### config.mk
export PLATFORM = sky130hd
export DESIGN_NAME = alu_wide_sequencer
export DESIGN_NICKNAME = d
export VERILOG_FILES = /design/src/rtl/alu_wide_sequencer.sv
export SDC_FILE = /design/constraint.sdc
export NUM_CORES = 1
export LEC_CHECK = 0
export CELL_PAD_IN_SITES_DETAIL_PLACEMENT = 1
export CELL_PAD_IN_SITES_GLOBAL_PLACEMENT = 1
export CORE_ASPECT_RATIO = 0.6
export CORE_MARGIN = 5
export CORE_UTILIZATION = 31
export CTS_BUF_LIST = sky130_fd_sc_hd__clkbuf_8 sky130_fd_sc_hd__clkbuf_16
export DETAILED_ROUTE_END_ITERATION = 10
export GPL_TIMING_DRIVEN = 0
export HOLD_SLACK_MARGIN = 0.15
export PLACE_DENSITY_LB_ADDON = 0.12
export SYNTH_ARGS = -nofsm -noshare
export SYNTH_HDL_FRONTEND = slang
export SYNTH_SLANG_ARGS = --single-unit
### constraint.sdc
create_clock -name clk -period 2.1 [get_ports clk]
set_clock_uncertainty 0.2 [all_clocks]
set_input_delay 0.315 -clock clk [delete_from_list [all_inputs] [get_ports clk]]
set_output_delay 0.315 -clock clk [all_outputs]
set_load 0.02 [all_outputs]
### src/rtl/alu_wide_sequencer.sv
// Purpose: runs one 2*SLICE_W-wide ALU operation as a low-slice then a high-slice micro-op on a narrow ALU.
// Latency: with a zero-wait ALU, rsp_valid is high in the 5th cycle after the request is accepted (one cycle per state).
// Backpressure: one op in flight; req_ready only in IDLE; micro-op held while alu_ready=0; result held while rsp_ready=0.
//
// Ports:
//   clk, reset            - single clock, synchronous active-high reset
//   req_valid/req_ready   - wide request handshake; req_op, req_a, req_b carry the operation
//   alu_valid/alu_ready   - slice micro-op handshake; alu_op, alu_a, alu_b, alu_cin carry the micro-op
//   alu_rsp_valid         - one-cycle slice result pulse with alu_result, alu_cout
//   rsp_valid/rsp_ready   - wide result handshake; rsp_result, rsp_cout carry the result
//   op_count              - completed-operation counter (wraps); proto_err - sticky unexpected-response flag
module alu_wide_sequencer #(
    parameter int SLICE_W = 8
) (
    input  logic                   clk,
    input  logic                   reset,
    input  logic                   req_valid,
    output logic                   req_ready,
    input  logic [1:0]             req_op,
    input  logic [2*SLICE_W-1:0]   req_a,
    input  logic [2*SLICE_W-1:0]   req_b,
    output logic                   alu_valid,
    input  logic                   alu_ready,
    output logic [1:0]             alu_op,
    output logic [SLICE_W-1:0]     alu_a,
    output logic [SLICE_W-1:0]     alu_b,
    output logic                   alu_cin,
    input  logic                   alu_rsp_valid,
    input  logic [SLICE_W-1:0]     alu_result,
    input  logic                   alu_cout,
    output logic                   rsp_valid,
    input  logic                   rsp_ready,
    output logic [2*SLICE_W-1:0]   rsp_result,
    output logic                   rsp_cout,
    output logic [7:0]             op_count,
    output logic                   proto_err
);

    localparam int W = 2 * SLICE_W;

    localparam logic [1:0] OP_ADDU = 2'd0;
    localparam logic [1:0] OP_SUBU = 2'd1;

    typedef enum logic [2:0] {
        IDLE     = 3'd0,
        ISSUE_LO = 3'd1,
        WAIT_LO  = 3'd2,
        ISSUE_HI = 3'd3,
        WAIT_HI  = 3'd4,
        RESP     = 3'd5
    } state_t;

    state_t              state;
    state_t              nextState;

    logic [1:0]          opReg;
    logic [W-1:0]        aReg;
    logic [W-1:0]        bReg;
    logic [SLICE_W-1:0]  loResult;
    logic [SLICE_W-1:0]  hiResult;
    logic                carryReg;
    logic                coutReg;
    logic [7:0]          opCount;
    logic                protoErr;
    logic                isArith;
    logic                inWait;

    // Only ADDU/SUBU propagate the low-slice carry; logic ops run each slice independently.
    assign isArith = (opReg == OP_ADDU) || (opReg == OP_SUBU);
    assign inWait  = (state == WAIT_LO) || (state == WAIT_HI);

    always_ff @(posedge clk) begin
        if (reset) begin
            state <= IDLE;
        end else begin
            state <= nextState;
        end
    end

    always_comb begin
        nextState = state;
        req_ready = 1'b0;
        alu_valid = 1'b0;
        alu_a     = aReg[SLICE_W-1:0];
        alu_b     = bReg[SLICE_W-1:0];
        alu_cin   = 1'b0;
        rsp_valid = 1'b0;
        case (state)
            IDLE: begin
                req_ready = 1'b1;
                if (req_valid) begin
                    nextState = ISSUE_LO;
                end
            end
            ISSUE_LO: begin
                alu_valid = 1'b1;
                // SUBU is a + ~b + 1: the "+1" enters as the low-slice carry-in.
                alu_cin   = (opReg == OP_SUBU);
                if (alu_ready) begin
                    nextState = WAIT_LO;
                end
            end
            WAIT_LO: begin
                if (alu_rsp_valid) begin
                    nextState = ISSUE_HI;
                end
            end
            ISSUE_HI: begin
                alu_valid = 1'b1;
                alu_a     = aReg[W-1:SLICE_W];
                alu_b     = bReg[W-1:SLICE_W];
                alu_cin   = isArith & carryReg;
                if (alu_ready) begin
                    nextState = WAIT_HI;
                end
            end
            WAIT_HI: begin
                if (alu_rsp_valid) begin
                    nextState = RESP;
                end
            end
            RESP: begin
                rsp_valid = 1'b1;
                if (rsp_ready) begin
                    nextState = IDLE;
                end
            end
            default: begin
                nextState = IDLE;
            end
        endcase
    end

    always_ff @(posedge clk) begin
        if (reset) begin
            opReg    <= '0;
            aReg     <= '0;
            bReg     <= '0;
            loResult <= '0;
            hiResult <= '0;
            carryReg <= 1'b0;
            coutReg  <= 1'b0;
            opCount  <= '0;
            protoErr <= 1'b0;
        end else begin
            if ((state == IDLE) && req_valid) begin
                opReg <= req_op;
                aReg  <= req_a;
                bReg  <= req_b;
            end
            if ((state == WAIT_LO) && alu_rsp_valid) begin
                loResult <= alu_result;
                carryReg <= alu_cout;
            end
            if ((state == WAIT_HI) && alu_rsp_valid) begin
                hiResult <= alu_result;
                coutReg  <= alu_cout;
            end
            if ((state == RESP) && rsp_ready) begin
                opCount <= opCount + 8'd1;
            end
            // A slice result outside a wait state has no owner; flag it and keep the data path untouched.
            if (alu_rsp_valid && !inWait) begin
                protoErr <= 1'b1;
            end
        end
    end

    // alu_a/alu_b/alu_op come straight from the request registers, so they cannot move while a micro-op stalls.
    assign alu_op     = opReg;
    assign rsp_result = {hiResult, loResult};
    assign rsp_cout   = coutReg;
    assign op_count   = opCount;
    assign proto_err  = protoErr;

endmodule

# == Yosys cells after proc, flatten, opt, wreduce, memory -nomap -nowiden ==
# Index checks and enable logic that the tools add are counted.
# word_totals
inputBits,49
wordCells,49
ff_bits,64
out_inout_bits,48
# classes
n_mux,13
n_addsub,1
bitwise,1
n_eq_ne,12
reduce_logical,12
# op_table
cell,n
$mux 3,6
$pmux 3 s6,1
$mux 8,2
$ne 2x2->1 const B,6
$add 8x1->8 const B,1
$eq 3x2->1 const B,2
$eq 3x3->1 const B,2
$reduce_and 6->1,1
$logic_and 1x1->1,5
$eq 3x1->1 const B,1
$logic_not 3->1,1
$mux 1,3
$eq 2x1->1 const B,1
$logic_not 2->1,1
$logic_or 1x1->1,2
$pmux 1 s2,1
$reduce_or 2->1,1
$and 1x1->1,1
$logic_not 1->1,1

# == Depth between registers and ports, before layout ==
# Gate-level depths: netlist of run 1.
# depth
depth_word,4
mapped_depth,5
ltp_nobuf,4

# == Least setup slack after synthesis of run 1 ==
# No wires, ideal clock.
# synth_path
path_type,reg-to-output
from,reg state[0]
to,out alu_b[1]
setup_slack_ns,0.092
arrival_ns,1.493
stages_incl_launch_ff,5
required_ns,1.585
path_buffers,1
cell_sequence,dfxtp_1 > and2b_1 > nand2_2 > buf_2 > mux2_1
# synth_via
elab_chain_len,2
# synth_lines
element,line,rtl
from (decl),53,state_t state;
from (signal assigned),76,state <= nextState;
$eq 3x2->1,88,case (state)
$mux 8,88,
to (decl),26,"output logic [SLICE_W-1:0] alu_b,"
# Every way passes these cells.

# == Final worst setup path of run 1 ==
# layout_path
from,reg state[2]
to,out alu_a[5]
# layout_via
elab_chain_len,2
# layout_lines
element,line,rtl
$eq 3x2->1,88,
$mux 8,88,
to (decl),25,"output logic [SLICE_W-1:0] alu_a,"
# Every way passes these cells.

==> results.sh, run 1 <==
export IMPL_worst_r2r_startpoint="state[0]"
export IMPL_vdd_ir_drop_worst_uv=439
export IMPL_cts_buffer_depth=2
export IMPL_place_inst=526
export IMPL_ant_nets=0
export IMPL_first_global_vias=2767
export IMPL_clock_sinks=64
export IMPL_period_share_pct=104
export IMPL_drv_cap=0
export IMPL_initial_core_util_pct=31.4
export IMPL_diodes=0
export IMPL_rsz0062_at_grt="true"
export IMPL_cts_tree="built"
export IMPL_yosys_top_cells_count="nand2_1, dfxtp_1, a21oi_1"
export IMPL_drc=0
export IMPL_fin_cells=552
export IMPL_die_y_um=81.4
export IMPL_port_buffers=95
export IMPL_yosys_warnings=0
export IMPL_final_area_mm2=0.00418
export IMPL_hold_ws_ns=0.239
export IMPL_wl_per_cell_um=16.5
export IMPL_tightest_slew_ns=0.614
export IMPL_cts_max_level=3
export IMPL_synth_top_area_cell="dfxtp_1"
export IMPL_slew_violations=0
export IMPL_cp_num_buf_inv=3
export IMPL_failed_checks="setup timing"
export IMPL_synth_edf_count=0
export IMPL_power_density_mw_per_mm2=799
export IMPL_final_core_util_pct=49.8
export IMPL_hold_viol=0
export IMPL_slew_headroom_pct=59.1
export IMPL_rows=26
export IMPL_crit_family="buffers and inverters"
export IMPL_regToRegSetupSlack_ns=0.17
export IMPL_ys_seq_elements=64
export IMPL_final_net_count=486
export IMPL_finalCriticalPeriod_ns=2.19
export IMPL_overflow=0
export IMPL_power_leakage_nw=1.64
export IMPL_hp_class="in2reg"
export IMPL_syn_area_mm2=0.00264
export IMPL_postSynthCellCount=319
export IMPL_synthTopCellsByArea="dfxtp_1, nand2_1, a21oi_1, mux2_2, buf_2"
export IMPL_wirelength_um=9090
export IMPL_fmax_mhz=458
export IMPL_synth_nets=369
export IMPL_grt_max_degree=11
export IMPL_io_pin_count=97
export IMPL_antenna_found_initial=0
export IMPL_cpPeakStageDelay_ns=0.32
export IMPL_start_kind="flop"
export IMPL_place_congestion=0.763
export IMPL_drt_iter0_drc=118
export IMPL_yosysSeqAreaShare_pct=48.6
export IMPL_core_mm2=0.00839
export IMPL_first_pass_iters=4
export IMPL_vias=2646
export IMPL_grt_pass1_wl_um=14300
export IMPL_path_class="reg2out"
export IMPL_post_synth_top_count_cell="nand2_1"
export IMPL_async_flop_share_pct=0
export IMPL_cp_max_fo=4
export IMPL_die_x_um=129
export IMPL_critical_path_startpoint="state[2]"
export IMPL_setup_viol=13
export IMPL_vias_per_cell=4.79
export IMPL_fill_cells=1005
export IMPL_cts_buffers=9
export IMPL_reg2regPathDepth=6
export IMPL_cp_endpoint="alu_a[5]"
export IMPL_dieArea_mm2=0.0105
export IMPL_reg2reg_to="bReg[8]"
export IMPL_multi_input_area_mm2=0.00128
export IMPL_end_kind="primary output"
export IMPL_netlist_area_leader_share_pct=48.6
export IMPL_insertion_delay_ns=0.32
export IMPL_clk_pin_slew_ns=0.05
export IMPL_drive_gt1_share_pct=17.5
export IMPL_crit_cells=6
export IMPL_hpwlAfterDp_um=6580
export IMPL_ys_flop_type="dfxtp_1"
export IMPL_setup_tns_final_ns=-0.615
export IMPL_track_usage_pct=17.8
export IMPL_area_growth_pct=58.5
export IMPL_final_seq_area_mm2=0.00129
export IMPL_cts_root_buffer="clkbuf_16"
export IMPL_arrival_ns=1.67
export IMPL_cp_required_ns=1.58
export IMPL_cp_cell_sequence="and2b_2 > nand2_4 > buf_6 > buf_6 > mux2_4 > buf_6"
export IMPL_crit_slowest_cell="dfxtp_2"
export IMPL_fin_ws_ns=-0.0855
export IMPL_status="finished, violations left"
export IMPL_avgSynthCellArea_um2=8.26
export IMPL_cpMostUsedCell="buf_6"
export IMPL_ys_types=34
export IMPL_placed_cell_area_mm2=0.00373
==> logic make-up after synthesis <==
family / synth area share [%]
adders and majority gates: 0.475
AOI/OAI and AO/OA: 14.2
buffers and inverters: 4.46
DFF: 48.6
and+or+nand+nor: 23.2
xor gates and xnor gates: 0.997
muxes: 8.02
==> metal layers <==
metal / vias to the layer above / part of all wire [%] / global-route usage (%)
met1: 1261 / 50 / 24.5
met2: 66 / 43 / 26.8
met4: 0 / 0.89 / 4.51
met3: 11 / 6.9 / 6.30
met5: - / 0 / 0
li1: 1308 / - / -
==> report_power, final <==
group / switching (mW) / internal, mW / leakage, nW
clock network: 0.505 / 0.932 / 0.149
logic: 0.296 / 0.285 / 0.965
registers: 0.0406 / 1.28 / 0.523
==> metrics by stage <==
| step | total power, mW | setup WS, ns |
|---|---|---|
| after global routing | 3.51 | -0.124 |
| after floorplan | 1.61 | 0.0920 |
| after global placement | 1.86 | -0.514 |
| after detailed placement | 1.88 | -0.562 |
| final | 3.34 | -0.0855 |
| after CTS | 3.36 | -0.0889 |
==> layout by cell type, fill, tap and decap left out, types with 3 or more instances in the layout <==
| cell | count |
|---|---|
| a21oi_1 | 60 |
| mux2_1 | 4 |
| o31ai_1 | 5 |
| clkdlybuf4s50_1 | 75 |
| clkbuf_16 | 9 |
| clkinv_2 | 3 |
| dfxtp_1 | 61 |
| buf_4 | 6 |
| clkbuf_1 | 7 |
| buf_6 | 17 |
| o21ai_0 | 3 |
| inv_1 | 4 |
| buf_2 | 14 |
| mux2_4 | 11 |
| nor2_1 | 4 |
| clkbuf_2 | 4 |
| nand2_1 | 110 |
| or4_1 | 5 |
==> what timing repair did <==
action	CTS	global route
pin swaps	1	0
gates cloned	0	0
hold buffers	0	0
gates resized for setup	105	28
buffers inserted	8	3
endpoints found under the setup margin	20	21
==> sequential cells by signal (all words and copies together), names as in the netlist <==
name / flops
alu_op: 2
proto_err: 1
hiResult: 8
op_count: 8
carryReg: 1
aReg: 16
rsp_cout: 1
state: 3
bReg: 16
loResult: 8
==> worst min-delay path by stage <==
stage	from	endpoint	slack, ns	cells past startpoint
after global placement	bReg[11]	bReg[11]	0.24	2
final	reset	loResult[5]	0.24	2
after global routing	reset	loResult[5]	0.27	2
after detailed placement	proto_err	proto_err	0.24	2
after CTS	proto_err	proto_err	0.25	2
after floorplan	bReg[10]	bReg[10]	0.23	2
==> cell type report <==
type / instances / area share (%)
sequential: 64 / 30.9
multi-input combinational: 229 / 30.7
timing repair buffer: 106 / 24.6
clock buffer: 10 / 5.72
tap: 112 / 3.35
buffer: 23 / 3.23
clock inverter: 5 / 1.17
inverter: 3 / 0.269
(Power assumes the default switching activity.)
==> run 2: changes to the inputs <==
CTS_CLUSTER_DIAMETER = 30   (was unset)
CTS_CLUSTER_SIZE = 16   (was unset)
==> results of run 2 <==
No change in the layout: final DEF, timing and power equal those of run 1.
==> run 3: changes to the inputs <==
REMOVE_ABC_BUFFERS = 1   (was unset)
==> results.sh, run 3 (same netlist as run 1, synthesis figures left out) <==
export IMPL_cpPeakStageDelay_ns=0.34
export IMPL_hold_ws_ns=0.248
export IMPL_core_mm2=0.00839
export IMPL_place_congestion=0.763
export IMPL_path_class="reg2out"
export IMPL_grt_pass1_wl_um=12800
export IMPL_dieArea_mm2=0.0105
export IMPL_cts_max_level=3
export IMPL_cts_buffer_depth=2
export IMPL_layout_commonest_cell="nand2_1"
export IMPL_failed_checks="setup timing"
export IMPL_worst_r2r_startpoint="state[0]"
export IMPL_power_density_mw_per_mm2=766
export IMPL_hold_viol=0
export IMPL_cts_tree="built"
export IMPL_slew_headroom_pct=55.4
export IMPL_reg2reg_to="hiResult[2]"
export IMPL_arrival_ns=1.67
export IMPL_rsz0062_at_grt="true"
export IMPL_cp_num_buf_inv=1
export IMPL_track_usage_pct=15.6
export IMPL_period_share_pct=104
export IMPL_drv_cap=0
export IMPL_drt_iter0_drc=103
export IMPL_crit_family="simple AND/OR/NAND/NOR gates"
export IMPL_hpwlAfterDp_um=5410
export IMPL_wirelength_um=7880
export IMPL_tightest_slew_ns=0.659
export IMPL_reg_top3="aReg: 16 flops, bReg: 16 flops"
export IMPL_diodes=0
export IMPL_cp_cell_sequence="and2b_4 > nand2_4 > mux2_2 > clkdlybuf4s15_2"
export IMPL_power_leakage_nw=1.55
export IMPL_die_x_um=129
export IMPL_vias=2533
export IMPL_insertion_delay_ns=0.31
export IMPL_wl_per_cell_um=14.6
export IMPL_crit_cells=4
export IMPL_rows=26
export IMPL_cp_required_ns=1.58
export IMPL_vias_per_cell=4.71
export IMPL_holdPathStages=2
export IMPL_fmax_mhz=458
export IMPL_slew_violations=0
export IMPL_fin_ws_ns=-0.0824
export IMPL_status="finished, violations left"
export IMPL_crit_slowest_cell="dfxtp_4"
export IMPL_start_kind="flop"
export IMPL_final_core_util_pct=48.8
export IMPL_antenna_found_initial=0
export IMPL_final_net_count=471
export IMPL_io_pin_count=97
export IMPL_cp_max_fo=8
export IMPL_area_growth_pct=55.2
export IMPL_cts_buffers=9
export IMPL_worstHoldEndpoint="proto_err"
export IMPL_finalCriticalPeriod_ns=2.18
export IMPL_overflow=0
export IMPL_clock_sinks=64
export IMPL_setup_viol=9
export IMPL_end_kind="primary output"
export IMPL_drc=0
export IMPL_reg2regPathDepth=6
export IMPL_clk_pin_slew_ns=0.05
export IMPL_initial_core_util_pct=31.4
export IMPL_drive_gt1_share_pct=16.7
export IMPL_hp_class="reg2reg"
export IMPL_ant_nets=0
export IMPL_port_buffers=96
export IMPL_min_from="proto_err"
export IMPL_first_global_vias=2571
export IMPL_grt_max_degree=36
export IMPL_layout_common_cells="nand2_1, clkdlybuf4s50_1, dfxtp_1"
export IMPL_cts_hold_buf=0
export IMPL_die_y_um=81.4
export IMPL_first_pass_iters=4
export IMPL_cts_root_buffer="clkbuf_16"
export IMPL_vdd_ir_drop_worst_uv=454
export IMPL_regToRegSetupSlack_ns=0.07
export IMPL_fill_cells=996
run 3: layer usage:
metal | GRT usage (%) | wire, um | vias to the layer above
met4 | 3.67 | 82 | 0
met1 | 20.5 | 3640 | 1187
li1 | - | - | 1281
met3 | 6.63 | 597 | 9
met5 | 0 | 0 | -
met2 | 23.8 | 3550 | 56
run 3: layout make-up:
class | count | area [um2] | share of cell area (%)
Clock buffer | 10 | 239 | 5.84
Clock inverter | 6 | 22.5 | 0.550
Inverter | 3 | 11.3 | 0.275
Multi-Input combinational cell | 230 | 1300 | 31.8
Sequential cell | 64 | 1290 | 31.6
Tap cell | 112 | 140 | 3.42
Timing Repair Buffer | 113 | 1080 | 26.5
run 3: where the power goes:
group	leakage, nW	internal [mW]	switching [mW]
clock	0.150	0.803	0.469
combinational	0.878	0.267	0.265
sequential	0.523	1.28	0.0491
run 3: timing repair:
action	CTS	global route
endpoints found under the setup margin	68	64
pin swaps	1	0
resized for setup	66	18
gates cloned	1	0
buffers inserted	12	2
run 3: how the worst max path moves through the flow:
stage,startpoint,to
2_1_floorplan,state[0],alu_b[1]
3_3_place_gp,reset,state[2]
3_5_place_dp,state[0],alu_b[1]
4_1_cts,state[2],alu_a[3]
5_1_grt,state[2],alu_b[0]
6_report,state[2],alu_b[6]
run 3: stage by stage:
| step | total power, mW | instance area (um2) | std cells | worst slack (ns) | setup TNS [ns] |
|---|---|---|---|---|---|
| final | 3.13 | 4090 | 538 | -0.0824 | -0.670 |
| after global placement | 1.83 | 3630 | 504 | -0.936 | -67.17 |
| after CTS | 3.18 | 4070 | 536 | -0.143 | -3.03 |
| after global routing | 3.29 | 4090 | 538 | -0.136 | -1.47 |
| after floorplan | 1.57 | 2530 | 296 | -0.0248 | -0.0992 |
| after detailed placement | 1.85 | 3680 | 507 | -0.711 | -29.26 |
run 3: worst reg2reg max path: cells and delay by family (launching register included):
family | cells | cell delay, ns
flip-flops | 1 | 0.36
buffers and inverters | 3 | 0.58
AND/OR/NAND/NOR | 2 | 0.70
AO/OA/AOI/OAI | 1 | 0.12
==> RTL change 1 (flow settings as in run 1) <==
Re-encode `state_t` (6 states) as Gray code, 3 bits wide.
--- a/src/rtl/alu_wide_sequencer.sv
+++ b/src/rtl/alu_wide_sequencer.sv
@@ -44,8 +44,8 @@
     typedef enum logic [2:0] {
-        IDLE     = 3'd0,
-        ISSUE_LO = 3'd1,
-        WAIT_LO  = 3'd2,
-        ISSUE_HI = 3'd3,
-        WAIT_HI  = 3'd4,
-        RESP     = 3'd5
+        IDLE     = 3'b000,
+        ISSUE_LO = 3'b001,
+        WAIT_LO  = 3'b011,
+        ISSUE_HI = 3'b010,
+        WAIT_HI  = 3'b110,
+        RESP     = 3'b111
     } state_t;
Formal check against the unedited RTL: same outputs for any inputs over 10 cycles, from zero or initial values and one cycle with reset high; not proved beyond that.
==> RTL change 1 against run 1 <==
  * Critical path depth is the same
  * Area after synthesis rose by 4.3%
  * Setup slack gained 0.039 ns
  * Total power rose by 19%
  * Final area grew 2.9%
  * Largest power group unchanged
  * Routed wire length decreased by 3.2%
  * The flow still finishes with violations (setup timing)
  * Sequential cell count unchanged
  * Via count fell by 1.6%
  * Sequential share of layout area fell by 1.0 points
==> RTL change 1: results (changes against run 1) <==
Parameter                              Value

Cells and area
  Share of layout cells above drive strength 1    0.1849 (was 0.1750)
  Number of filler cells placed in the layout    1020 (was 1005)
  Number of nets in the layout    494 (was 486)

Worst hold path
  Worst hold path endpoint    op_count[5] (was loResult[5])
  Min-Delay Startpoint    reset (unchanged)

Place
  Final weighted congestion in routability-driven placement    0.7617 (was 0.7629)
  Count of port buffers added during placement    95 (unchanged)
  DP Wirelength    6383 µm (was 6579 µm)

Worst setup path
  Worst reg2reg path endpoint    bReg[7] (was bReg[8])
  Critical-path maximum fanout    7 (was 4)
  CP max stage cell    sky130_fd_sc_hd__mux2_4 (was sky130_fd_sc_hd__dfxtp_2)
  Crit path DAT    1.63 ns (was 1.67 ns)
  Worst setup slack for register-to-register paths    0.34 ns (was 0.17 ns)
  Reg-to-reg startpoint    state[2] (was state[0])
  Number of cell instances on the worst register-to-register path    8 (was 6)

GRT
  Vias in the first global route    2770 (was 2767)
  Global-route wire length before repair    14390 µm (was 14340 µm)
  Global Route Usage Sum    0.1633 (was 0.1784)
  Largest net degree at the start of global routing    13 (was 11)

Synth
  List of most frequent post-synthesis cells    sky130_fd_sc_hd__nand2_1 (112), sky130_fd_sc_hd__dfxtp_1 (64), sky130_fd_sc_hd__a21oi_1 (59) (was sky130_fd_sc_hd__nand2_1 (110), sky130_fd_sc_hd__dfxtp_1 (64), sky130_fd_sc_hd__a21oi_1 (60))
  Sequential fraction of the synthesis area    0.4661 (was 0.4860)
  Net Count, Synth    381 (was 369)
  Yosys Warn Count    0 (unchanged)
  Yosys cell types    37 (was 34)
  Top cells by area in the synthesized netlist    sky130_fd_sc_hd__dfxtp_1 (47%), sky130_fd_sc_hd__nand2_1 (15%), sky130_fd_sc_hd__a21oi_1 (11%) (was sky130_fd_sc_hd__dfxtp_1 (49%), sky130_fd_sc_hd__nand2_1 (16%), sky130_fd_sc_hd__a21oi_1 (11%))

STA
  Worst slack on hold paths    0.2047 ns (was 0.2394 ns)
  Worst-Margin Slew    0.6690 ns (was 0.6136 ns)
  Final setup vio count    15 (was 13)
  Setup WS post-layout    -0.04656 ns (was -0.08548 ns)

Power
  Leak    1.634 nW (was 1.637 nW)
  Max IR drop VDD    0.3816 mV (was 0.4388 mV)

Outcome
  Failing checks    setup timing (unchanged)
  Result of the run    finished, violations left (unchanged)

Routing
  Final wirelength    8791 µm (was 9085 µm)
  Starting DRC count in detailed routing    95 (was 118)
  Via density    4.642 (was 4.793)

CTS
  Max H-tree Level    3 (unchanged)
[RTL change 1: cell types whose count changed after synthesis, sizes merged, moves of 4 or more]
cell,change
nor2,+8
nand3,+5
o31ai,-5
or4,-5
buf,+4
xnor2,+4
[RTL change 1: worst max-delay path, delay by kind of cell, from the launching register on]
kind          cells  cell delay, ns
buf+inv           3            0.41
mux               1            0.31
flops             1            0.30
simple gates      2            0.29
[RTL change 1: routing by layer]
| metal | global-route usage | routed length (µm) | up-vias |
|---|---|---|---|
| li1 | - | - | 1322 |
| met3 | 0.05676 | 369 | 8 |
| met2 | 0.2560 | 3978 | 53 |
| met4 | 0.03922 | 91 | 0 |
| met1 | 0.2161 | 4351 | 1221 |
| met5 | 0 | 0 | - |
[RTL change 1: logic make-up (layout without fill, tap and decap cells)]
family,count (synthesis),count (layout),share of synthesized area
adder cells (fa/ha/maj),1,1,0.004551
AO/OA/AOI/OAI,67,67,0.1256
flip-flops,64,64,0.4661
multiplexers,16,16,0.07920
XOR/XNOR,7,7,0.02230
AND/OR/NAND/NOR,150,150,0.2417
buffers and inverters,26,144,0.06053
[RTL change 1: layout make-up]
class / count / area, µm² / area share
plain buffers: 22 / 152.6 / 0.03551
multi-input cells: 241 / 1330 / 0.3094
inverters: 2 / 7.507 / 0.001746
clock inverters: 7 / 120.1 / 0.02794
clock buffers: 9 / 225.2 / 0.05239
repair buffers: 104 / 1041 / 0.2421
flip-flops and latches: 64 / 1282 / 0.2983
well taps: 112 / 140.1 / 0.03260
[RTL change 1: worst max-delay path by stage]
stage / startpoint / end / slack (ns) / depth (start not counted)
after floorplan: state[1] / alu_cin / 0.21 / 4
after global placement: state[0] / alu_a[1] / -0.29 / 7
after detailed placement: state[0] / alu_a[2] / -0.30 / 7
after CTS: state[0] / alu_b[3] / -0.21 / 7
after global routing: state[2] / alu_a[7] / -0.12 / 6
final: state[2] / alu_a[7] / -0.05 / 6
[RTL change 1: metrics by stage]
stage | power, mW | setup TNS (ns) | cells | area (µm²) | setup WS (ns)
2_1_floorplan | 1.859 | 0 | 331 | 2749 | 0.2080
3_3_place_gp | 2.188 | -3.957 | 538 | 3840 | -0.2921
3_5_place_dp | 2.208 | -4.299 | 538 | 3840 | -0.3016
4_1_cts | 4.006 | -1.918 | 559 | 4262 | -0.2067
5_1_grt | 4.140 | -1.587 | 561 | 4299 | -0.1158
6_report | 3.964 | -0.5289 | 561 | 4299 | -0.04656
[RTL change 1: what timing repair did]
item / 4_1_cts / 5_1_grt
buffers inserted: 5 / 4
gates resized for setup: 104 / 18
cloned: 1 / 0
endpoints found under the setup margin: 20 / 20
pin swaps: 2 / 0
[RTL change 1: power breakdown]
group	switching [mW]	internal, mW	total [mW]
clock network	0.551	1.16	1.71
registers	0.0480	1.30	1.35
logic	0.455	0.451	0.905
==> RTL change 2 (settings of run 1) <==
Made on the original files. Change the parameter `SLICE_W` from 8 to 6.
--- a/src/rtl/alu_wide_sequencer.sv
+++ b/src/rtl/alu_wide_sequencer.sv
@@ -12,3 +12,3 @@
 module alu_wide_sequencer #(
-    parameter int SLICE_W = 8
+    parameter int SLICE_W = 6
 ) (
Interface: changed (6 resized); port bits go from 97 to 79. No check against the original RTL was run, so the function may have changed too.
==> RTL change 2 against run 1 <==
  * Via count shrank 23%
  * Largest power group is now sequential cells
  * Total power shrank 25%
  * Routed wire length shrank 24%
  * Area after synthesis shrank 16%
  * Sequential cell count shrank 12
  * Die area shrank 15%
  * Setup slack gained 0.090 ns
  * Final area shrank 19%
==> RTL change 2: results (changes against run 1) <==
Parameter                              Value

Outcome
  Result of the run    complete, no violations (was finished, violations left)

GRT
  Vias in the first global route    2191 (was 2767)
  Largest net degree at the start of global routing    16 (was 11)
  Global Route Usage Sum    0.1620 (was 0.1784)

STA
  Ratio of final minimum period to clock period    0.9977 (was 1.041)
  Setup TNS    0 ns (was -0.6146 ns)
  Worst-Margin Slew    0.5570 ns (was 0.6136 ns)
  Worst slack on hold paths    0.2152 ns (was 0.2394 ns)

Place
  Post-Place Worst Slack    -0.3917 ns (was -0.5624 ns)
  DP Wirelength    5123 µm (was 6579 µm)
  Count of port buffers added during placement    77 (was 95)
  Final weighted congestion in routability-driven placement    0.7349 (was 0.7629)

CTS
  Total CTS buffers    5 (was 9)
  Clk Latency, worst-skew pair    0.29 ns (was 0.32 ns)
  Clock-pin slew on the worst setup and hold paths    0.07 ns (was 0.05 ns)
  Max H-tree Level    2 (was 3)

Power
  Net Sw Frac    0.2338 (was 0.2519)
  Leak    1.352 nW (was 1.637 nW)

Worst setup path
  Worst reg2reg path endpoint    op_count[7] (was bReg[8])
  Critical path origin    state[0] (was state[2])
  Critical-path maximum fanout    5 (was 4)
  CP max stage cell    sky130_fd_sc_hd__dfxtp_4 (was sky130_fd_sc_hd__dfxtp_2)
  Largest stage delay on the critical path    0.35 ns (was 0.32 ns)
  Crit path DAT    1.58 ns (was 1.67 ns)
  Crit path to    alu_b[3] (was alu_a[5])
  Reg-to-reg startpoint    state[2] (was state[0])
  Worst setup slack for register-to-register paths    0.15 ns (was 0.17 ns)

Synth
  List of most frequent post-synthesis cells    sky130_fd_sc_hd__nand2_1 (58), sky130_fd_sc_hd__dfxtp_1 (52), sky130_fd_sc_hd__a21oi_1 (32) (was sky130_fd_sc_hd__nand2_1 (110), sky130_fd_sc_hd__dfxtp_1 (64), sky130_fd_sc_hd__a21oi_1 (60))
  Yosys cell types    35 (was 34)
  Sequential fraction of the synthesis area    0.4714 (was 0.4860)
  Mean instance size in the synthesized netlist    8.941 µm² (was 8.264 µm²)
  Top cells by area in the synthesized netlist    sky130_fd_sc_hd__dfxtp_1 (47%), sky130_fd_sc_hd__nand2_1 (9.9%), sky130_fd_sc_hd__mux2i_1 (7.7%) (was sky130_fd_sc_hd__dfxtp_1 (49%), sky130_fd_sc_hd__nand2_1 (16%), sky130_fd_sc_hd__a21oi_1 (11%))

Cells and area
  Number of nets in the layout    375 (was 486)
  Number of filler cells placed in the layout    808 (was 1005)
  Share of layout cells above drive strength 1    0.1642 (was 0.1750)
  Growth of design area from synthesis to finish    53.60% (was 58.52%)

Routing
  Final wirelength    6860 µm (was 9085 µm)
  WL met3    339 µm (was 627 µm)
  Via Count    2040 (was 2646)
  Starting DRC count in detailed routing    53 (was 118)
  Wl on met1    3319 µm (was 4498 µm)

Worst hold path
  Worst hold path endpoint    state[1] (was loResult[5])
[RTL change 2: cell types whose count changed after synthesis, sizes merged, moves of 2 or more]
cell,delta
mux2i,+15
clkbuf,-4
a21oi,-28
nor2,+15
nand2,-53
mux2,-4
nand4bb,-2
dfxtp,-12
[RTL change 2: power by group through the flow]
stage,Clock [mW],Sequential (mW),Combinational [mW]
floorplan,0,1.08,0.191
global placement,0,1.08,0.382
detailed placement,0,1.08,0.388
CTS,1.05,1.06,0.412
global route,1.10,1.07,0.448
finish,1.03,1.06,0.409
[RTL change 2: kinds of logic (layout without fill, tap and decap cells)]
kind of cell	Yosys count	after routing	synth area share
and+or+nand+nor	98	98	0.2142
DFF	52	52	0.4714
AOI/OAI and AO/OA	41	41	0.1009
muxes	30	30	0.1433
buffers and inverters	22	110	0.05269
xor gates and xnor gates	3	3	0.01190
adders and majority gates	1	1	0.005665
[RTL change 2: per-layer routing]
layer,GRT usage,vias up
met5,0,-
li1,-,1011
met2,0.2654,47
met1,0.2092,975
met4,0.05392,0
met3,0.04822,7
[RTL change 2: timing repair]
item | in CTS | in global routing
hold endpoints to repair | 0 | 0
pin swaps | 1 | 1
setup endpoints to repair | 16 | 11
resized for setup | 95 | 3
gates cloned | 1 | 0
buffers inserted | 1 | 2
[RTL change 2: cell type report]
type | instances | area share
Multi-Input combinational cell | 173 | 0.3235
Sequential cell | 52 | 0.3095
Timing Repair Buffer | 81 | 0.2412
Clock buffer | 5 | 0.03689
Buffer | 18 | 0.03467
Tap cell | 87 | 0.03209
Clock inverter | 2 | 0.01771
Inverter | 4 | 0.004426
